[src/rtl/rv32_pkg.sv]
// Shared RV32 fetch-path types and helpers.
// Holds the fetch entry layout and the PC/word-address conversions.
package rv32_pkg;

  localparam int unsigned XLEN = 32;

  localparam logic [XLEN-1:0] DEFAULT_RESET_PC = 32'h0000_0000;

  typedef struct packed {
    logic [31:0] pc;
    logic [31:0] instr;
  } fetch_entry_t;

  // Byte address to word index as seen by the instruction source.
  function automatic logic [XLEN-1:0] word_addr(input logic [XLEN-1:0] byte_addr);
    return {2'b00, byte_addr[XLEN-1:2]};
  endfunction

  function automatic logic [XLEN-1:0] align_pc(input logic [XLEN-1:0] byte_addr);
    return {byte_addr[XLEN-1:2], 2'b00};
  endfunction

endpackage

[src/rtl/instr_fetch_if.sv]
// Fetch-unit bus: instruction-memory request side, control from execute,
// and the valid/ready handoff to decode.
interface instr_fetch_if;
  import rv32_pkg::*;

  logic [XLEN-1:0] imem_addr;
  logic [XLEN-1:0] imem_instr;

  logic            halt;
  logic            redirect;
  logic [XLEN-1:0] redirect_pc;

  logic            out_valid;
  logic            out_ready;
  logic [XLEN-1:0] out_instr;
  logic [XLEN-1:0] out_pc;

  // Fetch unit side.
  modport master (
    output imem_addr,
    input  imem_instr,
    input  halt,
    input  redirect,
    input  redirect_pc,
    output out_valid,
    input  out_ready,
    output out_instr,
    output out_pc
  );

  // Environment side: memory, execute and decode.
  modport slave (
    input  imem_addr,
    output imem_instr,
    output halt,
    output redirect,
    output redirect_pc,
    input  out_valid,
    output out_ready,
    input  out_instr,
    input  out_pc
  );

endinterface

[src/rtl/fetch_fifo.sv]
// Small synchronous FIFO of fetch entries with flush; flush beats push and pop.
// Read data is the head entry, forced to zero when empty.
module fetch_fifo
  import rv32_pkg::*;
#(
  parameter int unsigned DEPTH = 2,
  localparam int unsigned AW = (DEPTH > 1) ? $clog2(DEPTH) : 1,
  localparam int unsigned CW = $clog2(DEPTH + 1)
) (
  input  logic         clk,
  input  logic         rst,
  input  logic         flush,
  input  logic         push,
  input  fetch_entry_t wdata,
  input  logic         pop,
  output fetch_entry_t rdata,
  output logic         full,
  output logic         empty,
  output logic [CW-1:0] count
);

  fetch_entry_t  mem_q [DEPTH];
  logic [AW-1:0] wptr_q, wptr_d;
  logic [AW-1:0] rptr_q, rptr_d;
  logic [CW-1:0] count_q, count_d;
  logic          push_en, pop_en;

  assign full    = (count_q == CW'(DEPTH));
  assign empty   = (count_q == '0);
  assign count   = count_q;
  assign push_en = push && !full && !flush;
  assign pop_en  = pop && !empty && !flush;

  always_comb begin
    wptr_d  = wptr_q;
    rptr_d  = rptr_q;
    count_d = count_q;
    if (flush) begin
      wptr_d  = '0;
      rptr_d  = '0;
      count_d = '0;
    end else begin
      // DEPTH is a power of two, so pointers wrap by plain overflow.
      if (push_en) wptr_d = wptr_q + AW'(1);
      if (pop_en)  rptr_d = rptr_q + AW'(1);
      unique case ({push_en, pop_en})
        2'b10:   count_d = count_q + CW'(1);
        2'b01:   count_d = count_q - CW'(1);
        default: count_d = count_q;
      endcase
    end
  end

  always_ff @(posedge clk or posedge rst) begin
    if (rst) begin
      wptr_q  <= '0;
      rptr_q  <= '0;
      count_q <= '0;
    end else begin
      wptr_q  <= wptr_d;
      rptr_q  <= rptr_d;
      count_q <= count_d;
    end
  end

  always_ff @(posedge clk or posedge rst) begin
    if (rst) begin
      for (int i = 0; i < int'(DEPTH); i++) begin
        mem_q[i] <= '0;
      end
    end else if (push_en) begin
      mem_q[wptr_q] <= wdata;
    end
  end

  assign rdata = empty ? '0 : mem_q[rptr_q];

endmodule

[src/rtl/instr_fetch.sv]
// Instruction fetch unit: PC register, combinational instruction-source request,
// prefetch FIFO and redirect handling in front of decode.
module instr_fetch
  import rv32_pkg::*;
#(
  parameter logic [31:0] RESET_PC = DEFAULT_RESET_PC,
  parameter int unsigned DEPTH    = 2
) (
  input logic            clk,
  input logic            rst,
  instr_fetch_if.master  bus
);

  localparam int unsigned CW = $clog2(DEPTH + 1);

  logic [XLEN-1:0] pc_q, pc_d;
  logic            push, pop;
  fetch_entry_t    push_entry, head;
  logic            fifo_full, fifo_empty;
  logic [CW-1:0]   fifo_count;
  logic            unused_fifo_full;

  // Push looks only at occupancy at the start of the cycle; a full FIFO
  // never accepts a word even if decode pops the head in the same cycle.
  always_comb begin
    push = !bus.redirect && !bus.halt && (fifo_count < CW'(DEPTH));
    pop  = !fifo_empty && bus.out_ready && !bus.redirect;
    pc_d = pc_q;
    if (bus.redirect) begin
      pc_d = align_pc(bus.redirect_pc);
    end else if (push) begin
      pc_d = pc_q + 32'd4;
    end
  end

  always_ff @(posedge clk or posedge rst) begin
    if (rst) begin
      pc_q <= align_pc(RESET_PC);
    end else begin
      pc_q <= pc_d;
    end
  end

  assign push_entry = '{pc: pc_q, instr: bus.imem_instr};

  fetch_fifo #(
    .DEPTH (DEPTH)
  ) u_fifo (
    .clk   (clk),
    .rst   (rst),
    .flush (bus.redirect),
    .push  (push),
    .wdata (push_entry),
    .pop   (pop),
    .rdata (head),
    .full  (fifo_full),
    .empty (fifo_empty),
    .count (fifo_count)
  );

  assign unused_fifo_full = fifo_full;

  assign bus.imem_addr = word_addr(pc_q);
  assign bus.out_valid = !fifo_empty;
  assign bus.out_pc    = head.pc;
  assign bus.out_instr = head.instr;

endmodule
[src/flat_wrapper.sv]
// flat-port wrapper written by rule: the top's interface ports become plain ports
module instr_fetch_flat import rv32_pkg::*;
#(
  parameter logic [31:0] RESET_PC = DEFAULT_RESET_PC,
  parameter int unsigned DEPTH    = 2
)
  (clk, rst, bus_imem_addr, bus_imem_instr, bus_halt, bus_redirect, bus_redirect_pc, bus_out_valid, bus_out_ready, bus_out_instr, bus_out_pc);
  instr_fetch_if bus_i ();
  input logic clk;
  input logic rst;
  output wire logic [$bits(bus_i.imem_addr)-1:0] bus_imem_addr;
  input wire logic [$bits(bus_i.imem_instr)-1:0] bus_imem_instr;
  input wire logic [$bits(bus_i.halt)-1:0] bus_halt;
  input wire logic [$bits(bus_i.redirect)-1:0] bus_redirect;
  input wire logic [$bits(bus_i.redirect_pc)-1:0] bus_redirect_pc;
  output wire logic [$bits(bus_i.out_valid)-1:0] bus_out_valid;
  input wire logic [$bits(bus_i.out_ready)-1:0] bus_out_ready;
  output wire logic [$bits(bus_i.out_instr)-1:0] bus_out_instr;
  output wire logic [$bits(bus_i.out_pc)-1:0] bus_out_pc;
  assign bus_imem_addr = bus_i.imem_addr;
  assign bus_i.imem_instr = bus_imem_instr;
  assign bus_i.halt = bus_halt;
  assign bus_i.redirect = bus_redirect;
  assign bus_i.redirect_pc = bus_redirect_pc;
  assign bus_out_valid = bus_i.out_valid;
  assign bus_i.out_ready = bus_out_ready;
  assign bus_out_instr = bus_i.out_instr;
  assign bus_out_pc = bus_i.out_pc;
  instr_fetch #(.RESET_PC(RESET_PC), .DEPTH(DEPTH)) u_core (.clk(clk), .rst(rst), .bus(bus_i));
endmodule
[config.mk]
export PLATFORM = sky130hd
export DESIGN_NAME = instr_fetch_flat
export DESIGN_NICKNAME = d
export VERILOG_FILES = /design/src/rtl/rv32_pkg.sv /design/src/rtl/instr_fetch_if.sv /design/src/rtl/fetch_fifo.sv /design/src/rtl/instr_fetch.sv /design/src/flat_wrapper.sv
export SDC_FILE = /design/constraint.sdc
export NUM_CORES = 1
export LEC_CHECK = 0
export BUFFER_PORTS_ARGS = -buffer_cell sky130_fd_sc_hd__clkbuf_2
export CORE_AREA = 4 4 123 125
export CTS_CLUSTER_DIAMETER = 40
export DETAILED_ROUTE_END_ITERATION = 12
export DIE_AREA = 0 0 127 129
export MAX_ROUTING_LAYER = met4
export PLACE_DENSITY = 0.78
export SYNTH_ARGS = -nofsm -noshare
export SYNTH_HDL_FRONTEND = slang
export SYNTH_SLANG_ARGS = --single-unit
[constraint.sdc]
create_clock -name clk -period 7.2 [get_ports clk]
set_input_delay 1.44 -clock clk [delete_from_list [all_inputs] [get_ports clk]]
set_output_delay 1.44 -clock clk [all_outputs]
set_load 0.02 [all_outputs]
### After elaboration in Yosys (flattened, before gate mapping)

Cells that the tools add are included.

| cells by class | value |
|---|---|
| muxes and demuxes | 15 |
| multiply operators | 0 |
| div/mod/pow operators | 0 |
| $lt $le $gt $ge | 4 |
| equal/unequal tests | 3 |
| $add $sub $neg | 5 |
| bitwise logic cells | 2 |
| shift operators | 0 |
| reductions and logical operators | 18 |

Operators with widths:

| kind | count |
|---|---|
| 2-to-1 mux 64 bit | 5 |
| bitwise mux 128 bit | 1 |
| demux 64 bit (select 1 bit) | 1 |
| 2-to-1 mux 32 bit | 2 |
| adder 32 x 3 -> 32 bit, second input constant | 1 |
| logical AND 1 bit | 9 |
| nonzero test 2 bit | 3 |
| equality test 2 bit, second input constant | 2 |
| greater-or-equal comparator 2 bit, second input constant | 2 |
| zero test 1 bit | 4 |
| 2-to-1 mux 1 bit | 4 |
| inverter 1 -> 2 bit | 2 |
| case mux 2 bit (2 select lines) | 1 |
| nonzero test 3 bit | 1 |
| adder 1 bit, second input constant | 2 |
| adder 2 x 1 -> 2 bit, second input constant | 1 |
| equality test 2 x 1 -> 1 bit, second input constant | 1 |
| zero test 2 bit | 1 |
| < comparator 2 x 1 -> 1 bit, second input constant | 1 |
| < comparator 2 bit, second input constant | 1 |
| 2-to-1 mux 2 bit | 1 |
| subtractor 2 x 1 -> 2 bit, second input constant | 1 |

| word-level totals | value |
|---|---|
| output and inout bits | 97 |
| latch bits | 0 |
| bits in writable memories | 0 |
| memories | 0 |
| flip-flop bits (word level) | 164 |
| memory bits (read-only) | 0 |

### Longest topological paths before layout

| logic depth | value |
|---|---|
| word-level depth | 9 |
| gate-level depth with buffers | 6 |
| mapped depth without buffers | 5 |

### Hierarchy

A second synthesis with hierarchy kept.

| unflattened totals | value |
|---|---|
| cell total of the unflattened synthesis | 652 |
| area, all modules | 7762.4 µm² |

By module, submodules not included:

| module | area each (µm²) | instances | cells an instance | seq. area each (µm²) |
|---|---|---|---|---|
| fetch_fifo | 5934.4 | 1 | 437 | 3303.2 |
| instr_fetch | 1828.0 | 1 | 215 | 750.7 |

### Worst setup path before layout

OpenSTA, ideal clock, no wires.

| path | value |
|---|---|
| kind | input-to-reg |
| from | input port bus_redirect |
| to | register u_core.pc_q[20] |
| setup slack | 3.951 ns |
| data required time | 7.074 ns |
| stages | 5 |
| arrival time | 3.122 ns |
| cell sequence | or4b_4 > or3_1 > buf_2 > o311a_1 > a221o_1 |

| on the way | value |
|---|---|
| cells in the longest elaborated chain, start to end | 4 |
| elaborated cells on any way between the ends | 5 |
| those cells by class | mux: 1; reduce/logical: 4 |

Ends and longest elaborated chain:

| what | line | source |
|---|---|---|
| from (decl) | flat_wrapper.sv:14 | `input wire logic [$bits(bus_i.redirect)-1:0] bus_redirect;` |
| zero test 1 bit | instr_fetch.sv:26 | `push = !bus.redirect && !bus.halt && (fifo_count < CW'(DEPTH));` |
| logical AND 1 bit (2 in a row) | instr_fetch.sv:26 |  |
| nonzero test 2 bit (no source line) | n/a |  |
| to (signal assigned) | instr_fetch.sv:38 | `pc_q <= align_pc(RESET_PC);` |
| to (signal assigned) | instr_fetch.sv:40 | `pc_q <= pc_d;` |
| to (decl) | instr_fetch.sv:16 | `logic [XLEN-1:0] pc_q, pc_d;` |

Parallel ways exist; a longest one is shown, timed or not.
A chain may end at the register's enable or synchronous reset.

### Worst setup path in the final report

| path | value |
|---|---|
| from | input port bus_redirect |
| to | register u_core.u_fifo.mem_q[24] (netlist name) |

| on the way | value |
|---|---|
| cells in the longest elaborated chain, start to end | 5 |

Ends and longest elaborated chain:

| what | line | source |
|---|---|---|
| zero test 1 bit (*) | fetch_fifo.sv:31, instr_fetch.sv:26 |  |
| logical AND 1 bit (2 in a row) | instr_fetch.sv:26 |  |
| logical AND 1 bit | fetch_fifo.sv:31 | `assign push_en = push && !full && !flush;` |
| logical AND 1 bit (*) | fetch_fifo.sv:31 |  |
| to (signal, indexed assignment) | fetch_fifo.sv:72 | `mem_q[wptr_q] <= wdata;` |
| to (decl) | fetch_fifo.sv:22 | `fetch_entry_t mem_q [DEPTH];` |

Every way passes the cells marked *; elsewhere a longest branch is shown, timed or not.

==> results.sh <==
export IMPL_power_mw=2.86
export IMPL_power_density_nw_per_um2=317
export IMPL_drv_slew=0
export IMPL_antenna_found_initial=0
export IMPL_antenna_cells=0
export IMPL_viasPerCell=5.60
export IMPL_synth_top_cell_area_share=0.530
export IMPL_utilization=0.649
export IMPL_clock_path_buffers=2
export IMPL_placed_area_um2=8360
export IMPL_async_reset_ff_frac=1.00
export IMPL_cap_viol_max_count=0
export IMPL_yosys_warnings=0
export IMPL_syn_inst=631
export IMPL_syn2layout_area_growth_pct=20.8
export IMPL_grt_usage=0.228
export IMPL_fin_crit_sh=0.598
export IMPL_dp_cells=935
export IMPL_hold_violations=0
export IMPL_drive_above_1_share=0.421
export IMPL_rsz0062_at_grt="no"
export IMPL_clock_skew_ns=0.0103
export IMPL_worst_slack_ns=2.89
export IMPL_cts_tree="yes"
export IMPL_tightest_slew_ns=1.17
export IMPL_start_util=0.537
export IMPL_ctsResizeCount=0
export IMPL_cts_setup_buffers=0
export IMPL_cts_sinks=158
export IMPL_yosysTopAreaCell="dfrtp_1"
export IMPL_synthesis_area_um2=7460
export IMPL_ant_nets=0
export IMPL_post_route_cell_area_um2=9010
export IMPL_io_buffers=159
export IMPL_avgRoutedWirePerCell_um=18.1
export IMPL_synth_most_common_cell="dfrtp_1"
export IMPL_rows=43
export IMPL_syn_avg_cell_area_um2=11.8
export IMPL_path_class="in2reg"
export IMPL_drt_wl_total_um=17500
export IMPL_cts_made_buffers=17
export IMPL_period_minus_slack_ns=4.31
export IMPL_setup_worst_path_start_class="primary input"
export IMPL_dieArea_um2=16400
export IMPL_synthTopCellsByCount="158 x dfrtp_1, 124 x mux2_2, 82 x nor2_1"
export IMPL_grt_overflow=0
export IMPL_grt_max_degree=81
export IMPL_yosysUniqueCellTypes=41
export IMPL_yosys_top_cells_area="dfrtp_1 53%, mux2_2 19%, mux2i_1 8.5%"
export IMPL_max_slew_margin=0.223
export IMPL_end_kind="register"
export IMPL_hold_slack_ns=0.505
export IMPL_grt_pass1_vias=5692
export IMPL_nets=844
export IMPL_cp_data_required_time_ns=7.51
export IMPL_drtIter0Drc=348
export IMPL_dr_pass1_iters=4
export IMPL_fin_tns_setup_ns=0
export IMPL_vias=5410
export IMPL_p_leak_nw=3.98
export IMPL_dpl_worst_slack_ns=2.46
export IMPL_drc=0
export IMPL_crit_arrival_ns=4.61
export IMPL_ys_flop_type="dfrtp_1"
export IMPL_finalNonFillerCells=966
export IMPL_die_y_um=129
export IMPL_setup_viol=0
export IMPL_grt_pass1_wl_um=28500
export IMPL_die_w_um=127
export IMPL_dp_hpwl_um=11700
export IMPL_holdBufCountCts=0
export IMPL_ctsHtreeMaxLevel=4
export IMPL_core_um2=13900
export IMPL_holdCritPathClass="reg2reg"
export IMPL_synth_seq_cells=158
export IMPL_insertion_delay_ns=0.43
export IMPL_max_freq_mhz=232
export IMPL_gp_congestion=0.779
export IMPL_status="finished, final reports clean"
export IMPL_critPathMaxFanout=41
export IMPL_seq_area_frac_synth=0.530
export IMPL_synth_edf_count=0
export IMPL_cts_root_buf="clkbuf_16"
export IMPL_clkSlewWorstSetupHoldPaths_ns=0.06
export IMPL_peakVddDrop_v=0.000208
export IMPL_io_pins=166
## critical path, stage by stage
cell	delay, ns
clkbuf_2	0.43
inv_1	0.83
and3_2	0.98
buf_4	0.51
mux2_2	0.39
## layer usage
metal	up-vias	track usage	routed length (µm)
met5	-	-	0
met4	0	0.0801	310
met3	23	0.0432	861
met2	154	0.386	9020
met1	2724	0.277	7320
li1	2509	-	-
## where the power goes
part,internal [mW],leakage (nW),switching [mW],total (mW)
registers,1.12,1.88,0.164,1.29
logic,0.311,1.79,0.303,0.613
clock network,0.616,0.308,0.345,0.960
## layout make-up
cell class | count | area [µm²]
clock buffers | 22 | 484
flip-flops and latches | 158 | 3960
well taps | 180 | 225
inverters | 6 | 27.5
fillers | 1069 | 4870
multi-input cells | 426 | 3310
repair buffers | 165 | 841
clock inverters | 9 | 158
## path summary, 6_finish.rpt
check | slack (ns) | cells after the start | endpoint | from
min reg2reg | 0.50 | 1 | u_core.u_fifo.mem_q[87] | u_core.u_fifo.mem_q[87]
min in group asynchronous | 1.11 | 2 | u_core.u_fifo.mem_q[77] | rst
max in group asynchronous | 4.58 | 3 | u_core.u_fifo.mem_q[81] | rst
min | 0.50 | 1 | u_core.u_fifo.mem_q[87] | u_core.u_fifo.mem_q[87]
max | 2.89 | 5 | u_core.u_fifo.mem_q[24] | bus_redirect
max reg2reg | 4.12 | 4 | u_core.u_fifo.mem_q[24] | u_core.u_fifo.count[1]
## cell usage in the layout, fill, tap and decap left out, drive strengths merged, types with 2 or more instances in the layout
| cell | Yosys | layout |
|---|---|---|
| nand4 | 10 | 10 |
| mux2i | 63 | 63 |
| o311ai | 2 | 2 |
| o211ai | 2 | 2 |
| clkinvlp | 0 | 2 |
| xnor2 | 6 | 6 |
| nor3 | 2 | 2 |
| inv | 6 | 6 |
| bufinv | 0 | 4 |
| buf | 14 | 6 |
| and3 | 4 | 4 |
| xor2 | 7 | 7 |
| o21ai | 19 | 19 |
| a21oi | 3 | 3 |
| nor4 | 3 | 3 |
| nor3b | 2 | 2 |
| nor2 | 82 | 82 |
| or4b | 2 | 2 |
| nand3 | 9 | 9 |
| nor2b | 2 | 2 |
| nand2 | 30 | 30 |
| dfrtp | 158 | 158 |
| clkinv | 0 | 3 |
| o31ai | 8 | 8 |
| or3 | 7 | 7 |
| clkbuf | 30 | 181 |
| conb | 1 | 4 |
| a31oi | 12 | 12 |
| or2 | 3 | 3 |
| mux2 | 124 | 124 |
| or4 | 12 | 12 |
## flip-flops by register name (all words and copies together) (netlist names)
name and count:
u_core.u_fifo.wptr_q 1, u_core.u_fifo.rptr_q 1, u_core.u_fifo.count 2, u_core.u_fifo.mem_q 124, u_core.pc_q 30
## cell families (layout without fill, tap and decap cells)
family          after synthesis  after routing  share of synthesized area
mux                         187            187                      0.272
simple gates                170            170                      0.108
flops                       158            158                      0.530
compound gates               51             51                     0.0433
buf+inv                      50            202                     0.0290
xor+xnor                     13             13                     0.0153
fa+ha+maj                     1              1                    0.00168
other cells                   1              4                   0.000503
No activity file was read; power rests on OpenSTA's default activity.
